**src/rtl/smg_stopwatch_ctrl.sv**
```systemverilog
// Stopwatch controller for a two-digit seven-segment display: debounced start/pause and
// clear keys drive an IDLE/RUN/PAUSE FSM that counts BCD seconds 00..59 with rollover.
module smg_stopwatch_ctrl #(
    parameter int TICK_CYCLES = 50_000_000,
    parameter int DB_CYCLES   = 1_000_000
) (
    input  logic       clk,
    input  logic       rst_n,
    input  logic       key_start_n,
    input  logic       key_clr_n,
    output logic [3:0] second_0,
    output logic [3:0] second_1,
    output logic       running,
    output logic       wrap_pulse
);

    localparam int DB_W   = (DB_CYCLES > 1) ? $clog2(DB_CYCLES) : 1;
    localparam int TICK_W = (TICK_CYCLES > 1) ? $clog2(TICK_CYCLES) : 1;
    localparam logic [DB_W-1:0]   DB_LAST   = DB_W'(DB_CYCLES - 1);
    localparam logic [TICK_W-1:0] TICK_LAST = TICK_W'(TICK_CYCLES - 1);

    typedef enum logic [1:0] {IDLE, RUN, PAUSE} state_t;

    // Bit 0 is the start key, bit 1 the clear key.
    logic [1:0]           sync_1, sync_2;
    logic [1:0]           db_level;
    logic [1:0][DB_W-1:0] db_cnt;
    logic [1:0]           press;
    logic                 start_press, clr_press;

    state_t               state, state_nxt;
    logic [TICK_W-1:0]    presc;

    assign start_press = press[0];
    assign clr_press   = press[1];

    // NOTE: every clocked block uses non-blocking assignments so all flops sample
    // the values from before the edge, independent of block ordering.
    always_ff @(posedge clk or negedge rst_n) begin
        if (!rst_n) begin
            sync_1 <= 2'b11;
            sync_2 <= 2'b11;
        end else begin
            sync_1 <= {key_clr_n, key_start_n};
            sync_2 <= sync_1;
        end
    end

    // A level flips only after DB_CYCLES consecutive disagreeing samples; the press
    // pulse is registered on the flip itself, so it fires once per accepted fall.
    always_ff @(posedge clk or negedge rst_n) begin
        if (!rst_n) begin
            db_level <= 2'b11;
            db_cnt   <= '0;
            press    <= 2'b00;
        end else begin
            for (int k = 0; k < 2; k++) begin
                press[k] <= 1'b0;
                if (sync_2[k] != db_level[k]) begin
                    if (db_cnt[k] == DB_LAST) begin
                        db_level[k] <= sync_2[k];
                        db_cnt[k]   <= '0;
                        press[k]    <= db_level[k];
                    end else begin
                        db_cnt[k] <= db_cnt[k] + 1'b1;
                    end
                end else begin
                    db_cnt[k] <= '0;
                end
            end
        end
    end

    // NOTE: defaults are assigned first so no path leaves state_nxt unassigned,
    // which would otherwise infer a latch.
    always_comb begin
        state_nxt = state;
        if (clr_press) begin
            state_nxt = IDLE;
        end else if (start_press) begin
            case (state)
                IDLE:    state_nxt = RUN;
                RUN:     state_nxt = PAUSE;
                PAUSE:   state_nxt = RUN;
                default: state_nxt = IDLE;
            endcase
        end
    end

    always_ff @(posedge clk or negedge rst_n) begin
        if (!rst_n) begin
            state   <= IDLE;
            running <= 1'b0;
        end else begin
            state   <= state_nxt;
            running <= (state_nxt == RUN);
        end
    end

    // Clear outranks counting; the prescaler freezes in PAUSE and is zero in IDLE.
    always_ff @(posedge clk or negedge rst_n) begin
        if (!rst_n) begin
            presc      <= '0;
            second_0   <= 4'd0;
            second_1   <= 4'd0;
            wrap_pulse <= 1'b0;
        end else begin
            wrap_pulse <= 1'b0;
            if (clr_press) begin
                presc    <= '0;
                second_0 <= 4'd0;
                second_1 <= 4'd0;
            end else if (state == RUN) begin
                if (presc == TICK_LAST) begin
                    presc <= '0;
                    if (second_0 >= 4'd9) begin
                        second_0 <= 4'd0;
                        if (second_1 >= 4'd5) begin
                            second_1   <= 4'd0;
                            wrap_pulse <= 1'b1;
                        end else begin
                            second_1 <= second_1 + 4'd1;
                        end
                    end else begin
                        second_0 <= second_0 + 4'd1;
                    end
                end else begin
                    presc <= presc + 1'b1;
                end
            end else if (state == IDLE) begin
                presc <= '0;
            end
        end
    end

endmodule

```
**config.mk**
```make
export PLATFORM = sky130hd
export DESIGN_NAME = smg_stopwatch_ctrl
export DESIGN_NICKNAME = d
export VERILOG_FILES = /design/src/rtl/smg_stopwatch_ctrl.sv
export SDC_FILE = /design/constraint.sdc
export NUM_CORES = 1
export LEC_CHECK = 0
export ABC_AREA = 1
export BUFFER_PORTS_ARGS = -buffer_cell sky130_fd_sc_hd__buf_2
export CORE_ASPECT_RATIO = 0.8
export CORE_MARGIN = 1.5
export CORE_UTILIZATION = 45
export DETAILED_ROUTE_END_ITERATION = 6
export GPL_TIMING_DRIVEN = 0
export HOLD_SLACK_MARGIN = 0.05
export PLACE_DENSITY = 0.59
export SLEW_MARGIN = 5
export SYNTH_ARGS = -nofsm -noshare
export SYNTH_HDL_FRONTEND = slang
export SYNTH_SLANG_ARGS = --single-unit
export TNS_END_PERCENT = 1
```
**constraint.sdc**
```tcl
create_clock -name clk -period 4.6 [get_ports clk]
set_input_delay 0.46 -clock clk [delete_from_list [all_inputs] [get_ports clk]]
set_output_delay 0.46 -clock clk [all_outputs]
set_load 0.01 [all_outputs]
```
Yosys cells after proc, flatten, opt, wreduce, memory -nomap -nowiden. Cells that the tools add are included. Widths: inputs -> output; s select.

Output and inout port bits: 10. Register bits: 86. Input bits: 4. Logic and storage cells: 67.

$lt $le $gt $ge: 2. Add/sub/neg operators: 5. Multiplexer cells: 29. Equal/unequal tests: 8. Reduce and logical (&&, ||, !) cells: 10.

Operators with widths (count): $mux 26 (4); $mux 20 (4); $add 20x1->20 const B (2); $eq 20x20->1 const B (2); $mux 4 (9); $add 26x1->26 const B (1); $eq 26x26->1 const B (1); $mux 1 (9); $add 4x1->4 const B (2); $reduce_and 2->1 (3); $reduce_bool 2->1 (3); $eq 2x1->1 const B (2); $ge 4x3->1 const B (1); $ge 4x4->1 const B (1); $mux 2 (2); $pmux 2 s2 (1); $reduce_and 3->1 (1); $reduce_bool 3->1 (1); $eq 2x2->1 const B (1); $logic_not 2->1 (1); $ne 1x1->1 (2); $reduce_or 2->1 (1).

Logic depth before layout (Yosys ltp). Gate-level depths: netlist of the first run.

Word-level depth: 6. Mapped depth: 11. Depth with buffers taken out: 11.

Worst setup path after synthesis of the first run. Ideal clock, no wire load.

Path type: reg2reg. Start point: register presc[1]. End point: register presc[24]. Required time: 4.484 ns. Slack: 3.112 ns. Cell stages (with the launch flop): 12. Data arrival time: 1.372 ns. Path buffers: 1. Period minus slack after synthesis: 1.488 ns. Library setup time: 0.116 ns. Path through: dfrtp_1 -> ha_1 -> nand2_1 -> nor2_2 -> nand2_2 -> nor2_4 -> nand2_2 -> nand2_4 -> nand2_4 -> inv_2 -> buf_6 -> nor2_1.

Longest elaborated chain between the ends: 4. Elaborated cells between the ends (all ways): 5. Classes of those cells: 1 x add/sub; 1 x eq/ne; 3 x mux.

Ends and longest elaborated chain: from (decl) (line 32) `logic [TICK_W-1:0] presc;`; from (signal assigned) (line 128) `presc <= presc + 1'b1;`; $add 26x1->26 / $eq 26x26->1 (equally long branches) (line 128, 114); $mux 26 (*) (line 114) `if (presc == TICK_LAST) begin`; $mux 26 (*) (line 113) `end else if (state == RUN) begin`; $mux 26 (*) (line 109) `if (clr_press) begin`.

Every way passes the cells marked *; elsewhere a longest branch is shown, timed or not. A chain may end at the register's enable or synchronous reset.

Worst setup path after layout of the first run.
Start point: register presc[1]. End point: register presc[22].

The elaborated chain is that of the path after synthesis.

==> flow_summary.toml, run 1 <==
[outcome]
status = "finished, final reports clean"

[floorplanning]
die_area_sq_um = 11400
die_x_um = 119
ios = 14
rows = 33
die_h_um = 95.7
initial_core_util_pct = 46.6
core_sq_um = 10400

[global_route]
grt_max_degree = 45
grtUsageTotal_pct = 19.3
grt_pass1_vias = 3829
grt_overflow = 0
antenna_found_initial = 0
grt_first_pass_wirelength_um = 17600

[timing]
post-route-min-period_ns = 1.78
hold_violations = 0
slew_violations = 0
setup_viol = 0
timing.final.crit_share_pct = 38.6
fmax_ghz = 0.563
fin_setup_tns_ns = 0
rsz0062_at_grt = "no"
skew_ns = 0.00481
max_slew_margin_pct = 61.5
tightest_slew_ns = 0.578

[setup_path]
cp_top_family = "simple AND/OR/NAND/NOR gates"
crit_chain = "ha_1, nand3_1, inv_1, nand2_1, nor2_1, nand2_1, nor2_1, nand2_1, nand3_1, nand2_1"
critPathLaunchType = "flop"
crit_fanout = 5
cp-end-kind = "flop"
cp_num_cells = 10
critPathMaxStageDelay_ns = 0.39
path_class = "flop to flop"
cpMaxStageDelayCell = "dfrtp_1"
crit_top_cell = "nand2_1"
r2r_cells = 10
worst-path-buf-inv = 1
cp_data_arrival_time_ns = 2.01
crit_required_ns = 4.83
r2r_setup_slack_ns = 2.82

[drt]
first_pass_iters = 5
viasPerCell = 4.93
drt_iter0_drc = 195
ant_nets = 0
wl_per_cell_um = 12.1
drcViolationCount = 0
wirelength_um = 9950
via_count = 4061

[placement]
placedCellCount = 807
dp_hpwl_um = 7400
io_buffers = 13
gp_congestion = 0.880

[finish]
fill_cells = 1050
final-instance-count-excl-fill = 823
fin_nets = 691
n_antenna_cell = 0
synthToLayoutAreaGrowth_pct = 12.1
layout-drive-gt1-share_pct = 11.0

[power_and_ir_drop]
peakVddDrop_mv = 0.226
p_leak_uw = 0.00248
p_per_area_nw_per_um2 = 294

[synth]
yosys.area.top_type = "dfrtp_1"
yosysMostFrequentCell = "nand2_1"
ys_seq_elements = 86
synthesis.nets = 666
async_flop_share_pct = 100
synth_cell_types = 36
synthTopCellsByArea = "dfrtp_1 (41%), nand2_1 (12%), nor2_1 (9.6%), nand3_1 (6.0%), inv_1 (6.0%)"
avgSynthCellArea_sq_um = 7.40
synth_cells = 653
synth_edf_count = 0
synthTopCellsByCount = "nand2_1 (154), nor2_1 (123), dfrtp_1 (80)"
ys.flop_type = "dfrtp_1"
synth_area_sq_um = 4830
synth_top_area_share_pct = 41.4
ys_warn_count = 0
ys_seq_area_share_pct = 44.7

[clock_network]
htreeDepth = 3
cts_tree = "done"
cts_buffers = 9
cts_resized = 0
cts_root_buf = "clkbuf_16"
cts_setup_buffers = 0
hold_buffers = 0
clockBufferDepth = 2
clk_pin_slew_ns = 0.06
numClockSinks = 86
clkLatencyLatePin_ns = 0.34

[worst_hold_path]
hp-class = "input port to async pin"

[run]
maxCapViolCount = 0
power by group:
part           total [uW]  internal, uW  switching, uW
clock network         792           492            301
logic                34.5          8.94           25.6
registers             768           764           3.85
layout by cell type (no fill, tap or decap), types with 2 or more instances in the layout:
cell	n
nor2_1	123
buf_6	2
o21bai_1	4
a21oi_1	16
nor3_2	2
clkbuf_16	9
nor3_1	29
buf_4	2
nand2_1	154
dfrtp_1	80
xnor2_1	8
inv_2	11
bufinv_16	2
nor2_2	7
inv_1	77
nor2_4	4
o21ai_0	8
xor2_1	16
or2_1	2
nand3_1	58
nand2_4	2
buf_2	13
nand2_2	7
dfstp_2	6
ha_1	9
nand4_1	14
kinds of logic (layout without fill, tap and decap cells):
group           Yosys count  in the layout  share of synthesized area [%]
simple gates            409            409                           37.4
xor+xnor                 24             24                           4.35
flops                    86             86                           44.7
compound gates           31             31                           3.52
buf+inv                  94            124                           7.72
fa+ha+maj                 9              9                           2.33
flip-flops by register name (all words and copies together), names as in the netlist:
signal	cells
db_cnt	40
presc	26
second_0	4
second_1	4
db_level	2
press	2
state	2
sync_1	2
sync_2	2
running	1
wrap_pulse	1
layer usage:
| metal | up-vias | wire length, um | share of wire (%) | GRT usage, % |
|---|---|---|---|---|
| met5 | - | 0 | 0 | 0 |
| met4 | 0 | 73 | 0.73 | 4.32 |
| met3 | 7 | 367 | 3.7 | 4.37 |
| met2 | 68 | 4400 | 44 | 31.1 |
| met1 | 1878 | 5110 | 51 | 26.7 |
| li1 | 2108 | - | - | - |
metrics by stage:
stage / utilization (%) / cell area (sq um) / power [uW] / worst slack (ns) / hold WS, ns
final: 52.3 / 5420 / 1590 / 2.82 / 0.113
after floorplan: - / 4830 / 794 / 3.11 / 0.164
after global placement: 48.9 / 5070 / 815 / 2.29 / 0.346
after detailed placement: 49.1 / 5090 / 818 / 2.82 / 0.347
after CTS: 52.3 / 5420 / 1620 / 2.80 / 0.134
after global routing: 52.3 / 5420 / 1660 / 2.58 / 0.159
worst paths after layout:
path,startpoint,endpoint
min,rst_n,presc[17]
max reg2reg,presc[1],presc[22]
min in group clk,key_clr_n,sync_1[1]
min reg2reg,sync_1[1],sync_2[1]
max,presc[1],presc[22]
max in group asynchronous,rst_n,sync_1[1]
layout make-up:
class / instances / area, sq um / share of cell area (%)
Multi-Input combinational cell: 473 / 2300 / 42.4
Sequential cell: 86 / 2160 / 39.9
Inverter: 89 / 334 / 6.17
Clock buffer: 11 / 243 / 4.48
Tap cell: 140 / 175 / 3.23
Timing Repair Buffer: 14 / 87.6 / 1.62
Clock inverter: 5 / 81.3 / 1.50
Buffer: 5 / 38.8 / 0.716
No activity file was read; power rests on OpenSTA's default activity.
==> inputs of run 2 (changes only) <==
ABC_AREA = 0   (was 1)
clock period = 1.85 ns   (was 4.6 ns; I/O delays follow)
==> flow_summary.toml, run 2 <==
[finish]
layout-drive-gt1-share_pct = 18.4
mostFrequentLayoutCells = "nor2_1 (79), dfrtp_1 (79), xnor2_1 (40), nand2_1 (27), xor2_1 (21)"
stdcell_area_sq_um = 5030
synthToLayoutAreaGrowth_pct = 19.6
fin_nets = 470
n_antenna_cell = 0
top_regs = "db_cnt x40, presc x26"
largest_reg_flops = 40
largest-register = "db_cnt"

[power_and_ir_drop]
peakVddDrop_mv = 0.738
p_leak_uw = 0.00206
p_per_area_nw_per_um2 = 747
report.power.total_uw = 3760

[worst_hold_path]
hp-class = "input port to async pin"

[drt]
drcViolationCount = 0
viasPerCell = 5.17
ant_nets = 0
first_pass_iters = 4
wirelength_um = 7880
wl_per_cell_um = 13.6
via_count = 2981
drt_iter0_drc = 185

[synth]
synth_area_sq_um = 4210
synthTopCellsByArea = "dfrtp_1 (48%), xnor2_1 (8.3%), nor2_1 (7.1%), xor2_1 (4.4%), dfstp_2 (3.7%)"
synthesis.nets = 436
synth_edf_count = 0
avgSynthCellArea_sq_um = 9.94
ys.flop_type = "dfrtp_1"
synthTopCellsByCount = "dfrtp_1 (80), nor2_1 (79), xnor2_1 (40)"
yosys.area.top_type = "dfrtp_1"
async_flop_share_pct = 100
synth_top_area_share_pct = 47.6
ys_warn_count = 0
ys_seq_elements = 86
synth_cell_types = 45
synth_cells = 423
yosysMostFrequentCell = "dfrtp_1"
ys_seq_area_share_pct = 51.4

[floorplanning]
die_x_um = 111
ios = 14
initial_core_util_pct = 46.3
die_area_sq_um = 9940
die_h_um = 89.5
rows = 31
core_sq_um = 9080

[timing]
tightest_slew_ns = 0.547
slew_violations = 0
fmax_ghz = 0.477
rsz0062_at_grt = "yes"
max_slew_margin_pct = 63.5
fin_ws_ns = -0.246
post-route-min-period_ns = 2.10
skew_ns = 0.00643
hold-worst-slack_ns = 0.314
timing.final.crit_share_pct = 113
hold_violations = 0
setup_viol = 32

[setup_path]
r2r_cells = 5
cp_data_arrival_time_ns = 2.36
path_class = "flop to flop"
cp-startpoint = "presc[11]"
cp-end-kind = "flop"
crit_fanout = 3
rr_endpoint = "second_1[2]"
critPathLaunchType = "flop"
endpoint = "second_1[2]"
r2r_start = "presc[11]"
crit_required_ns = 2.12
r2r_setup_slack_ns = -0.25

[global_route]
antenna_found_initial = 0
grt_max_degree = 59
grt_overflow = 0
grt_first_pass_wirelength_um = 13300
grt_pass1_vias = 2825
grtUsageTotal_pct = 17.0

[clock_network]
numClockSinks = 86
clockBufferDepth = 2
clk_pin_slew_ns = 0.06
cts_buffers = 9
cts_tree = "done"
clkLatencyLatePin_ns = 0.34
cts_root_buf = "clkbuf_16"
htreeDepth = 3

[placement]
dp_hpwl_um = 5210
io_buffers = 13
placed_cell_area_sq_um = 4440
gp_congestion = 0.738

[outcome]
status = "complete, but fails checks"
violations = "negative setup slack"

[run]
maxCapViolCount = 0
==> run 2: cell type report <==
cell class | instances | area, sq um
timing repair buffer | 25 | 193
sequential | 86 | 2160
multi-input combinational | 312 | 2120
tap | 115 | 144
buffer | 9 | 63.8
fill | 786 | 4050
clock buffer | 12 | 267
clock inverter | 4 | 28.8
inverter | 14 | 52.6
==> run 2: repair_timing <==
item                                    in CTS  in global routing
endpoints found under the setup margin      61                 55
buffers inserted                             8                  0
pin swaps                                    9                 18
resized for setup                           27                 22
hold buffers                                 3                  0
endpoints found under the hold margin       30                  0
==> run 2: layer usage <==
metal / vias up / share of wire [%] / GRT usage (%)
met5: - / 0 / 0
met4: 0 / 0.94 / 7.48
met3: 8 / 2.2 / 4.54
met2: 22 / 44 / 25.7
met1: 1450 / 53 / 23.4
li1: 1501 / - / -
==> run 2: cell families (layout without fill, tap and decap cells) <==
logic type	after synthesis	in the layout	synth area share [%]
AO/OA/AOI/OAI	21	21	3.21
XOR/XNOR	61	61	12.7
adder cells (fa/ha/maj)	9	9	2.68
buffers and inverters	25	64	2.23
flip-flops	86	86	51.4
multiplexers	7	7	1.81
AND/OR/NAND/NOR	214	214	26.0
==> run 2: worst min path at each step <==
stage                       end  slack, ns
global route        second_1[0]       0.35
global placement      sync_1[0]       0.29
floorplan             db_cnt[0]      -0.11
CTS                 second_1[0]       0.32
finish                presc[15]       0.31
detailed placement    presc[15]       0.15
==> run 2: worst max-delay path: stages (launching register included) <==
cell     delay [ns]
dfrtp_1        0.38
or4_4          0.56
nor4_4         0.28
nand4_4        0.16
or4b_4         0.52
a21oi_2        0.12
==> run 2: through the flow <==
stage / utilization, % / worst slack, ns / instances / setup TNS [ns]
6_report: 55.4 / -0.246 / 577 / -4.59
5_1_grt: 55.4 / -0.330 / 577 / -8.34
4_1_cts: 54.4 / -0.337 / 578 / -8.21
3_5_place_dp: 49.0 / -0.530 / 552 / -19.20
3_3_place_gp: 48.6 / -0.508 / 551 / -31.61
2_1_floorplan: - / -0.234 / 423 / -3.35
==> run 2: power breakdown <==
group	leakage, uW	switching, uW	internal [uW]
logic	0.000749	64.5	36.1
registers	0.00117	16.5	1900
clock network	0.000141	718	1020
total	0.00206	799	2960
==> inputs of run 3 (changes only) <==
RECOVER_POWER = 100   (was not set)
clock period = 2.65 ns   (was 1.85 ns; I/O delays follow)
==> flow_summary.toml, run 3 (synthesis gave the netlist of run 2 again) <==
[timing]
max_slew_margin_pct = -11.6
fin_setup_tns_ns = 0
setup_viol = 0
fmax_ghz = 0.409
slew_violations = 32
post-route-min-period_ns = 2.44
skew_ns = 0.00744
hold_violations = 0
rsz0062_at_grt = "no"
tightest_slew_ns = 1.67
timing.final.crit_share_pct = 92.2

[floorplanning]
rows = 31
initial_core_util_pct = 46.3
core_sq_um = 9080
die_x_um = 111
ios = 14
die_area_sq_um = 9940
die_h_um = 89.5

[setup_path]
cpMaxStageDelayCell = "or4_1"
r2r_start = "presc[10]"
critPathMaxStageDelay_ns = 0.61
cp-startpoint = "presc[10]"
cp-end-kind = "flop"
crit_chain = "or4_1, nor4_4, nand4_1, or4b_1, a21oi_1"
cp_data_arrival_time_ns = 2.71
crit_fanout = 8
path_class = "flop to flop"
critPathLaunchType = "flop"
crit_required_ns = 2.91

[finish]
largest-register = "db_cnt"
fin_nets = 464
synthToLayoutAreaGrowth_pct = 13.4
final-instance-count-excl-fill = 571
largest_reg_flops = 40
mostFrequentLayoutCells = "dfrtp_1 (80), nor2_1 (79), xnor2_1 (40), nand2_1 (29), clkbuf_1 (23)"
n_antenna_cell = 0
final_common_cell = "dfrtp_1"
layout-drive-gt1-share_pct = 6.80
top_regs = "db_cnt x40, presc x26"
fin_util_pct = 52.5

[drt]
first_pass_iters = 4
ant_nets = 0
drcViolationCount = 0
wl_per_cell_um = 13.2
drt_iter0_drc = 148
via_count = 2928
viasPerCell = 5.13
wirelength_um = 7550

[placement]
io_buffers = 13
placedCellCount = 552
dp_hpwl_um = 5180
gp_congestion = 0.750

[clock_network]
cts_root_buf = "clkbuf_16"
cts_tree = "done"
cts_setup_buffers = 0
clkLatencyLatePin_ns = 0.34
clockBufferDepth = 2
clk_pin_slew_ns = 0.06
cts_buffers = 9
numClockSinks = 86
htreeDepth = 3

[global_route]
grt_first_pass_wirelength_um = 13400
grt_overflow = 0
antenna_found_initial = 0
grt_max_degree = 57
grtUsageTotal_pct = 17.0
grt_pass1_vias = 2757

[power_and_ir_drop]
peakVddDrop_mv = 0.363
p_leak_uw = 0.00193
p_per_area_nw_per_um2 = 594

[worst_hold_path]
worstHoldStart = "sync_1[0]"
hp-class = "flop to flop"

[outcome]
violations = "max-capacitance violations, max-slew violations"
status = "complete, but fails checks"

[run]
maxCapViolCount = 1
-- run 3: cell types whose count changed in the layout (fill, tap and decap cells not counted), moves of 3 or more --
| cell | before | now |
|---|---|---|
| nor4_1 | 5 | 12 |
| bufinv_16 | 0 | 3 |
| clkbuf_1 | 3 | 23 |
| clkbuf_8 | 4 | 1 |
| and2_0 | 0 | 3 |
| and2_1 | 3 | 0 |
| buf_2 | 12 | 2 |
| buf_4 | 9 | 0 |
| nor4_2 | 6 | 0 |
-- run 3: what timing repair did --
item | in CTS | in global routing
hold buffers | 3 | 0
gates resized for setup | 0 | 0
endpoints found under the hold margin | 32 | 0
setup endpoints to repair | 0 | 0
-- run 3: power by group --
part           switching (uW)  leakage, uW  internal [uW]
logic                    41.8     0.000586           14.7
registers                8.57      0.00118           1330
clock network             494     0.000167            946
total                     545      0.00193           2290
-- run 3: worst paths after layout --
kind	to	slack [ns]	depth (start not counted)
min in group asynchronous	presc[14]	0.89	2
worst min-delay path	sync_2[0]	0.36	0
worst max-delay path	second_1[2]	0.21	5
max in group asynchronous	db_level[0]	0.52	3
worst max register to register	second_1[2]	0.21	5
worst min register to register	sync_2[0]	0.36	0
-- run 3: critical path: cells and delay by family, from the launching register on --
kind / cells / cell delay, ns
compound gates: 1 / 0.14
simple gates: 4 / 1.82
flops: 1 / 0.41
-- run 3: stage by stage --
step / hold slack [ns] / cell area [sq um] / power (uW) / setup slack, ns
finish: 0.355 / 4770 / 2830 / 0.208
global placement: 0.345 / 4410 / 1410 / 0.299
detailed placement: 0.236 / 4440 / 1420 / 0.322
CTS: 0.357 / 4820 / 2870 / 0.292
floorplan: -0.0306 / 4210 / 1380 / 0.490
global route: 0.364 / 4770 / 2930 / 0.0782
-- run 3: routing by layer --
| layer | share of wire (%) | wire length, um | vias to the layer above | global-route usage, % |
|---|---|---|---|---|
| met3 | 3.1 | 231 | 6 | 4.27 |
| met1 | 53 | 4020 | 1397 | 23.8 |
| li1 | - | - | 1494 | - |
| met4 | 0.83 | 63 | 0 | 6.56 |
| met5 | 0 | 0 | - | 0 |
| met2 | 43 | 3240 | 31 | 25.9 |
-- run 3: layout make-up --
| cell class | count | area, sq um |
|---|---|---|
| buffer | 11 | 41.3 |
| multi-input combinational | 312 | 1940 |
| fill | 822 | 4310 |
| sequential | 86 | 2160 |
| timing repair buffer | 17 | 92.6 |
| clock inverter | 4 | 95.1 |
| inverter | 14 | 52.6 |
| tap | 115 | 144 |
| clock buffer | 12 | 246 |
